### config.mk
export PLATFORM = sky130hd
export DESIGN_NAME = multicycle_controller
export DESIGN_NICKNAME = d
export VERILOG_FILES = /design/src/rtl/multicycle_controller_pkg.sv /design/src/rtl/mem_wait_timer.sv /design/src/rtl/multicycle_controller.sv
export SDC_FILE = /design/constraint.sdc
export NUM_CORES = 1
export LEC_CHECK = 0
export ABC_AREA = 0
export CAP_MARGIN = 20
export CORE_MARGIN = 1.5
export CORE_UTILIZATION = 30
export CTS_CLUSTER_DIAMETER = 80
export DETAILED_ROUTE_END_ITERATION = 12
export GPL_TIMING_DRIVEN = 0
export PLACE_DENSITY_LB_ADDON = 0.3
export SLEW_MARGIN = 20
export SYNTH_ARGS = -nofsm -noshare
export SYNTH_HDL_FRONTEND = slang
export SYNTH_SLANG_ARGS = --single-unit
### constraint.sdc
create_clock -name clk -period 2.2 [get_ports clk]
set_clock_uncertainty 0.1 [all_clocks]
set_input_delay 0.22 -clock clk [delete_from_list [all_inputs] [get_ports clk]]
set_output_delay 0.22 -clock clk [all_outputs]
set_load 0.02 [all_outputs]
### src/rtl/multicycle_controller_pkg.sv
// Shared definitions for the multicycle MIPS controller: opcodes, state encoding, mux codes.
// MULTICYCLE_JUMP_EN adds the JUMP state to the encoding.
package multicycle_controller_pkg;

  localparam logic [5:0] OP_RTYPE = 6'b000000;
  localparam logic [5:0] OP_LW    = 6'b100011;
  localparam logic [5:0] OP_SW    = 6'b101011;
  localparam logic [5:0] OP_BEQ   = 6'b000100;
  localparam logic [5:0] OP_ADDI  = 6'b001000;
  localparam logic [5:0] OP_J     = 6'b000010;

  localparam logic [1:0] ALU_ADD   = 2'b00;
  localparam logic [1:0] ALU_SUB   = 2'b01;
  localparam logic [1:0] ALU_FUNCT = 2'b10;

  localparam logic [1:0] SRCB_REG    = 2'b00;
  localparam logic [1:0] SRCB_FOUR   = 2'b01;
  localparam logic [1:0] SRCB_IMM    = 2'b10;
  localparam logic [1:0] SRCB_IMM_SH = 2'b11;

  localparam logic [1:0] PCSRC_ALU    = 2'b00;
  localparam logic [1:0] PCSRC_ALUOUT = 2'b01;
  localparam logic [1:0] PCSRC_JUMP   = 2'b10;

  typedef enum logic [3:0] {
    S_FETCH    = 4'd0,
    S_DECODE   = 4'd1,
    S_MEMADR   = 4'd2,
    S_MEMREAD  = 4'd3,
    S_MEMWB    = 4'd4,
    S_MEMWRITE = 4'd5,
    S_EXECUTE  = 4'd6,
    S_ALUWB    = 4'd7,
    S_BRANCH   = 4'd8,
    S_ADDIEXEC = 4'd9,
    S_ADDIWB   = 4'd10
`ifdef MULTICYCLE_JUMP_EN
    , S_JUMP   = 4'd11
`endif
  } state_e;

  function automatic logic is_wait_state(input state_e s);
    return (s == S_FETCH) || (s == S_MEMREAD) || (s == S_MEMWRITE);
  endfunction

endpackage

### src/rtl/mem_wait_timer.sv
// Bus watchdog: counts consecutive waiting cycles without mem_ready and strobes on the TIMEOUT-th.
module mem_wait_timer
  import multicycle_controller_pkg::*;
#(
  parameter int TIMEOUT = 15
) (
  input  logic clk,
  input  logic rst_n,
  input  logic wait_i,
  input  logic ready_i,
  output logic timeout_o
);

  localparam int CNT_W = (TIMEOUT < 2) ? 1 : $clog2(TIMEOUT + 1);

  logic [CNT_W-1:0] count_q;
  logic [CNT_W-1:0] count_d;

  // Anything other than a continuing unsatisfied wait leaves the counter at zero,
  // so every wait state is entered with a cleared count.
  always_comb begin
    timeout_o = wait_i & ~ready_i & (count_q == CNT_W'(TIMEOUT - 1));
    if (wait_i && !ready_i && !timeout_o) begin
      count_d = count_q + CNT_W'(1);
    end else begin
      count_d = '0;
    end
  end

  always_ff @(posedge clk or negedge rst_n) begin
    if (!rst_n) begin
      count_q <= '0;
    end else begin
      count_q <= count_d;
    end
  end

endmodule

### src/rtl/multicycle_controller.sv
// Multicycle MIPS control FSM with memory wait states, bus watchdog and illegal-opcode pulse.
// Define MULTICYCLE_JUMP_EN to support the j instruction; otherwise j is reported illegal.
module multicycle_controller
  import multicycle_controller_pkg::*;
#(
  parameter int OPCODE_W = 6,
  parameter int TIMEOUT  = 15
) (
  input  logic                clk,
  input  logic                rst_n,
  input  logic [OPCODE_W-1:0] opcode,
  input  logic                zero,
  input  logic                mem_ready,
  output logic                pc_en,
  output logic                iord,
  output logic                ir_write,
  output logic                mem_write,
  output logic                reg_dst,
  output logic                mem_to_reg,
  output logic                reg_write,
  output logic                ALU_src_A,
  output logic [1:0]          ALU_src_B,
  output logic [1:0]          ALU_op,
  output logic [1:0]          pc_src,
  output logic                illegal_op,
  output logic                bus_error
);

  state_e state_q, state_d, decode_tgt;
  logic   decode_legal, timeout;
  logic   pc_write_s, branch_s, iord_s, ir_write_s, mem_write_s, reg_dst_s;
  logic   mem_to_reg_s, reg_write_s, src_a_s, illegal_s;
  logic [1:0] src_b_s, alu_op_s, pc_src_s;

  mem_wait_timer #(.TIMEOUT(TIMEOUT)) u_timer (
    .clk      (clk),
    .rst_n    (rst_n),
    .wait_i   (is_wait_state(state_q)),
    .ready_i  (mem_ready),
    .timeout_o(timeout)
  );

  always_comb begin
    decode_legal = 1'b1;
    case (opcode)
      OP_LW, OP_SW: decode_tgt = S_MEMADR;
      OP_RTYPE:     decode_tgt = S_EXECUTE;
      OP_BEQ:       decode_tgt = S_BRANCH;
      OP_ADDI:      decode_tgt = S_ADDIEXEC;
`ifdef MULTICYCLE_JUMP_EN
      OP_J:         decode_tgt = S_JUMP;
`endif
      default: begin
        decode_tgt   = S_FETCH;
        decode_legal = 1'b0;
      end
    endcase
  end

  // Wait states fall back to FETCH on watchdog expiry; mem_ready always takes precedence.
  always_comb begin
    state_d = state_q;
    case (state_q)
      S_FETCH:    state_d = mem_ready ? S_DECODE : S_FETCH;
      S_DECODE:   state_d = decode_tgt;
      S_MEMADR:   state_d = (opcode == OP_SW) ? S_MEMWRITE : S_MEMREAD;
      S_MEMREAD: begin
        if (mem_ready)    state_d = S_MEMWB;
        else if (timeout) state_d = S_FETCH;
        else              state_d = S_MEMREAD;
      end
      S_MEMWB:    state_d = S_FETCH;
      S_MEMWRITE: state_d = (mem_ready || timeout) ? S_FETCH : S_MEMWRITE;
      S_EXECUTE:  state_d = S_ALUWB;
      S_ALUWB:    state_d = S_FETCH;
      S_BRANCH:   state_d = S_FETCH;
      S_ADDIEXEC: state_d = S_ADDIWB;
      S_ADDIWB:   state_d = S_FETCH;
      default:    state_d = S_FETCH;
    endcase
  end

  always_ff @(posedge clk or negedge rst_n) begin
    if (!rst_n) begin
      state_q <= S_FETCH;
    end else begin
      state_q <= state_d;
    end
  end

  always_comb begin
    pc_write_s   = 1'b0;
    branch_s     = 1'b0;
    iord_s       = 1'b0;
    ir_write_s   = 1'b0;
    mem_write_s  = 1'b0;
    reg_dst_s    = 1'b0;
    mem_to_reg_s = 1'b0;
    reg_write_s  = 1'b0;
    src_a_s      = 1'b0;
    src_b_s      = SRCB_REG;
    alu_op_s     = ALU_ADD;
    pc_src_s     = PCSRC_ALU;
    illegal_s    = 1'b0;
    case (state_q)
      S_FETCH: begin
        src_b_s    = SRCB_FOUR;
        ir_write_s = mem_ready;
        pc_write_s = mem_ready;
      end
      S_DECODE: begin
        src_b_s   = SRCB_IMM_SH;
        illegal_s = ~decode_legal;
      end
      S_MEMADR, S_ADDIEXEC: begin
        src_a_s = 1'b1;
        src_b_s = SRCB_IMM;
      end
      S_MEMREAD: iord_s = 1'b1;
      S_MEMWB: begin
        mem_to_reg_s = 1'b1;
        reg_write_s  = 1'b1;
      end
      S_MEMWRITE: begin
        iord_s      = 1'b1;
        mem_write_s = ~timeout;
      end
      S_EXECUTE: begin
        src_a_s  = 1'b1;
        alu_op_s = ALU_FUNCT;
      end
      S_ALUWB: begin
        reg_dst_s   = 1'b1;
        reg_write_s = 1'b1;
      end
      S_BRANCH: begin
        src_a_s  = 1'b1;
        alu_op_s = ALU_SUB;
        pc_src_s = PCSRC_ALUOUT;
        branch_s = 1'b1;
      end
      S_ADDIWB: reg_write_s = 1'b1;
`ifdef MULTICYCLE_JUMP_EN
      S_JUMP: begin
        pc_src_s   = PCSRC_JUMP;
        pc_write_s = 1'b1;
      end
`endif
      default: begin
        pc_write_s = 1'b0;
      end
    endcase
  end

  // Outputs are forced low for as long as rst_n is held, independent of the clock.
  assign pc_en      = rst_n & (pc_write_s | (branch_s & zero));
  assign iord       = rst_n & iord_s;
  assign ir_write   = rst_n & ir_write_s;
  assign mem_write  = rst_n & mem_write_s;
  assign reg_dst    = rst_n & reg_dst_s;
  assign mem_to_reg = rst_n & mem_to_reg_s;
  assign reg_write  = rst_n & reg_write_s;
  assign ALU_src_A  = rst_n & src_a_s;
  assign ALU_src_B  = {2{rst_n}} & src_b_s;
  assign ALU_op     = {2{rst_n}} & alu_op_s;
  assign pc_src     = {2{rst_n}} & pc_src_s;
  assign illegal_op = rst_n & illegal_s;
  assign bus_error  = rst_n & timeout;

endmodule

Word-level counts from Yosys, hierarchy flattened:

Index checks and enable logic that the tools add are counted.

* bits in registers: 8
* input bits: 10
* output and inout port bits: 16
* word-level logic and storage cells: 74

* add/subtract/negate cells: 1
* equality and inequality tests: 15
* multiplexer cells: 21
* bitwise gates (word level): 20
* reduce and logical (&&, ||, !) cells: 15

Operators by type and width (number)
* case mux 4 bit (7 select lines): 1
* equality test 4 x 3 -> 1 bit (second input constant): 4
* equality test 4 bit (second input constant): 4
* case mux 4 bit (4 select lines): 1
* AND 1 bit: 13
* equality test 6 bit (second input constant): 2
* 2-to-1 mux 1 bit: 12
* 2-to-1 mux 3 bit: 3
* equality test 4 x 2 -> 1 bit (second input constant): 2
* AND 2 bit: 3
* equality test 6 x 3 -> 1 bit (second input constant): 1
* equality test 6 x 4 -> 1 bit (second input constant): 1
* logical NOT 6 bit: 1
* case mux 2 bit (3 select lines): 1
* OR reduction 2 bit: 3
* OR reduction 5 bit: 1
* adder 4 x 1 -> 4 bit (second input constant): 1
* equality test 4 x 1 -> 1 bit (second input constant): 1
* logical NOT 4 bit: 1
* 2-to-1 mux 4 bit: 1
* case mux 2 bit (2 select lines): 1
* OR reduction 4 bit: 1
* logical OR 1 bit: 3
* inverter 1 bit: 3
* other kinds (5): 7

Longest topological paths before layout:

* depth after elaboration: 8
* depth in mapped cells: 6
* mapped depth without buffers: 6

Modules after synthesis:

Synthesis repeated with hierarchy kept, for this count alone.

* cell total of the unflattened synthesis: 101
* area, all modules: 769.5 µm²

Modules (own cells, without submodules)
* multicycle_controller: times used 1, cells each 84, area each 583.1 µm², sequential area each 100.1 µm²
* mem_wait_timer: times used 1, cells each 17, area each 186.4 µm², sequential area each 100.1 µm²

Worst setup path before layout:

No wires, ideal clock.

* path type: register to output
* from: register state_q[1]
* to: output port illegal_op
* arrival: 1.769 ns
* required time: 1.880 ns
* path slack: 0.111 ns
* stages on the path, launching flop included: 5
* path buffers: 1
* cells stage by stage: dfrtp_1 > buf_6 > nor3_1 > nand2_1 > a211oi_1

* cells in the longest elaborated chain, start to end: 3

Ends and longest elaborated chain
* from (decl): RTL line multicycle_controller.sv:29 `state_e state_q, state_d, decode_tgt;`
* from (signal assigned): RTL line multicycle_controller.sv:87 `state_q <= state_d;`
* equality test 4 x 1 -> 1 bit: RTL line multicycle_controller.sv:105 `case (state_q)`
* 2-to-1 mux 1 bit: RTL line multicycle_controller.sv:105
* AND 1 bit: RTL line multicycle_controller.sv:167 `assign illegal_op = rst_n & illegal_s;`
* to (decl): RTL line multicycle_controller.sv:25 `output logic illegal_op,`

Every way passes these cells.

Final worst setup path:

* from: register state_q[2]
* to: output port pc_en

* cells in the longest elaborated chain, start to end: 5
* elaborated cells on any way between the ends: 7
* those cells by class: eq/ne: 1; mux: 2; bitwise: 3; reduce/logical: 1

Ends and longest elaborated chain
* equality test 4 bit: RTL line multicycle_controller.sv:105
* 2-to-1 mux 1 bit: RTL line multicycle_controller.sv:105
* AND 1 bit: RTL line multicycle_controller.sv:156 `assign pc_en = rst_n & (pc_write_s | (branch_s & zero));`
* OR 1 bit (*): RTL line multicycle_controller.sv:156
* AND 1 bit (*): RTL line multicycle_controller.sv:156
* to (decl): RTL line multicycle_controller.sv:14 `output logic pc_en,`

Every way passes the cells marked *; elsewhere a longest branch is shown, timed or not.

==> impl_metrics.toml <==
[floorplanning]
coreArea_mm2 = 0.002455
start_util = 0.3155
die-area_mm2 = 0.002896
die_x_um = 53.81
die_h_um = 53.81
pin_count = 26
rows = 18

[global_route]
grt_max_degree = 11
grtUsageMet2 = 0.2398
grt_pass1_wl_mm = 3.091
grtUsageMet3 = 0.05000
gr-usage-all-layers = 0.1470
grt_pass1_vias = 718
overflow = 0
gr-usage-met1 = 0.1857
grt_busiest_layer = "met2"
antenna_found_initial = 0

[placed_design]
place_congestion = 0.7923
dp.cells = 151
dpl-instance-area_mm2 = 0.001052
post-place-ws_ps = -668.2
hpwl_mm = 1.467
portBuffers = 24

[pwr]
power_density_mw_per_mm2 = 826.4
total_power_uw = 894.4
p_leak_uw = 0.0005423
ir_drop_uv = 297.0

[yosys]
synth_sequential_area_ratio = 0.2585
yosys.area.top_type = "dfrtp_1"
yosysTopAreaCellShare = 0.2585
synth_enable_flop_cells = 0
synth_nets = 109
syn_inst = 97
synth.avg_cell_area_um2 = 7.984
ys_seq_elements = 8
ys_warn_count = 0
async_reset_ff_frac = 1.000
ys.flop_type = "dfrtp_1"
yosysUniqueCellTypes = 40
netlist_area_um2 = 774.5
synthTopCellsByArea = "dfrtp_1 (26%), nor2_1 (7.3%), nor3_1 (4.5%), nand2_1 (3.9%), xnor2_1 (3.4%)"

[route]
routed_wl_mm = 1.928
first_iter_violations = 21
drt-vias-per-instance = 5.071
vias = 786
ant_nets = 0
wl_per_cell_um = 12.44
drtPass1Iterations = 4
route.detailed.drc = 0

[status]
status = "complete, no violations"

[clocking]
cts_num_sinks = 8
insertion_delay_ps = 250
cts_tree = "done"
htree_levels = 1
cts_max_path_buffers = 2
cts.reportedPaths.clkPinSlew_ps = 50
numCtsBuffers = 3
clockRootBuffer = "clkbuf_4"

[final_layout]
nets = 139
n_fill_cell = 254
stdcell_area_mm2 = 0.001082
antenna_cells = 0
drive_above_1_share = 0.1600
synthToLayoutAreaGrowth_pct = 39.74
layoutNonFillerInstCount = 155

[sta]
slew_violations = 0
fmax_mhz = 480.1
post-route-min-period_ps = 2083
setup_violations = 0
grt_setup_unrepaired = "false"
setup_slack_ps = 117.2
setup-tns-final_ps = 0
hold_violations = 0
period_share = 0.9467

[worst_hold_path]
hold_depth = 1
min_to = "u_timer.count_q[0]$_DFF_PN0_"
hp-start = "u_timer.count_q[0]$_DFF_PN0_"
hold_path.class = "flop to flop"

[setup_path]
critPathCaptureType = "primary output"
worstPathMaxFanout = 9
worst_ep_arrival_time_ps = 1760
worst_setup_path_start_kind = "flop"
reg2reg_from = "u_timer.count_q[0]$_DFF_PN0_"
required_ps = 1880
critPathKind = "flop to primary output"
ff2ff_setup_slack_ps = 560
reg2reg_depth = 6
r2r-end = "state_q[1]$_DFF_PN0_"

[run]
cap_violations = 0
[registers in the layout, summed over array words and instances, names as in the netlist]
signal / cells
state_q: 4
u_timer.count_q: 4
[power breakdown]
part	leakage, µW	internal (µW)	total (µW)	switching [µW]
clock network	0.0000138	62.1	107	45.1
logic	0.000420	240	582	342
registers	0.000108	184	206	21.7
[layout by cell type, fill, tap and decap left out, drive strengths merged, types with 2 or more instances in the layout]
cell,Yosys,layout
buf,7,7
xor2,2,2
dlymetal6s2s,0,4
clkdlybuf4s15,0,2
nand2,8,8
dfrtp,8,8
nor3b,2,2
nor2,15,15
nand2b,4,4
nand3,2,2
nor3,8,8
and3,4,4
o21ai,4,4
ha,2,2
xnor2,3,3
nor2b,3,3
nand3b,3,3
dlygate4sd2,0,7
nor4b,2,2
clkbuf,1,6
o311ai,2,2
clkdlybuf4s50,0,9
inv,2,2
[worst max-delay path: stages, from the launching register on]
cell	delay, ps
dfrtp_1	360
buf_6	140
nand2b_1	200
nor4b_2	320
a21o_1	160
dlygate4sd2_1	330
[cells in the mapped netlist, types with 2 or more instances]
library cell,n
buf_6,2
nor3b_1,2
o311ai_1,2
nand2b_1,2
and3_1,4
buf_4,2
nand2_1,8
nand3_1,2
buf_2,3
nor2_1,15
o21ai_0,4
dfrtp_1,8
nor2b_1,3
nand3b_1,3
xnor2_1,3
xor2_1,2
nor3_1,7
ha_1,2
inv_1,2
[worst max-delay path by stage]
stage	start	endpoint	cells after the start
2_1_floorplan	state_q[1]$_DFF_PN0_	illegal_op	4
3_3_place_gp	rst_n	illegal_op	6
3_5_place_dp	rst_n	illegal_op	6
4_1_cts	u_timer.count_q[0]$_DFF_PN0_	mem_write	6
5_1_grt	state_q[2]$_DFF_PN0_	pc_en	5
6_report	state_q[2]$_DFF_PN0_	pc_en	5
[routing by layer]
| layer | share of wire | vias to the layer above |
|---|---|---|
| met3 | 0.045 | 2 |
| met1 | 0.46 | 363 |
| met2 | 0.49 | 21 |
| met4 | 0.0041 | 0 |
| li1 | - | 400 |
| met5 | 0 | - |
[through the flow]
| stage | hold WS, ps | util |
|---|---|---|
| global route | 408.9 | 0.4409 |
| global placement | 373.5 | 0.4286 |
| detailed placement | 389.8 | 0.4286 |
| CTS | 396.7 | 0.4393 |
| floorplan | -175.6 | - |
| finish | 399.6 | 0.4409 |
[kinds of logic (layout without fill, tap and decap cells)]
logic type	count (synthesis)	in the layout	share of synthesized area
xor gates and xnor gates	5	5	0.05655
muxes	1	1	0.01292
adders and majority gates	2	2	0.03231
other	1	1	0.004842
AOI/OAI and AO/OA	16	16	0.1406
and+or+nand+nor	54	54	0.4103
buffers and inverters	10	38	0.08399
DFF	8	8	0.2585
[area by class of cell]
type	instances	area [µm²]	area share
sequential	8	200.2	0.1850
tap	30	37.54	0.03468
clock buffer	3	22.52	0.02081
inverter	2	7.507	0.006936
buffer	8	57.56	0.05318
multi-input combinational	79	514.2	0.4751
timing repair buffer	25	242.7	0.2243
[timing repair]
action | 4_1_cts | 5_1_grt
hold buffers | 1 | 0
buffers inserted | 0 | 0
gates resized for setup | 14 | 10
setup endpoints to repair | 15 | 7
hold endpoints to repair | 8 | 0
(Power assumes the default switching activity.)
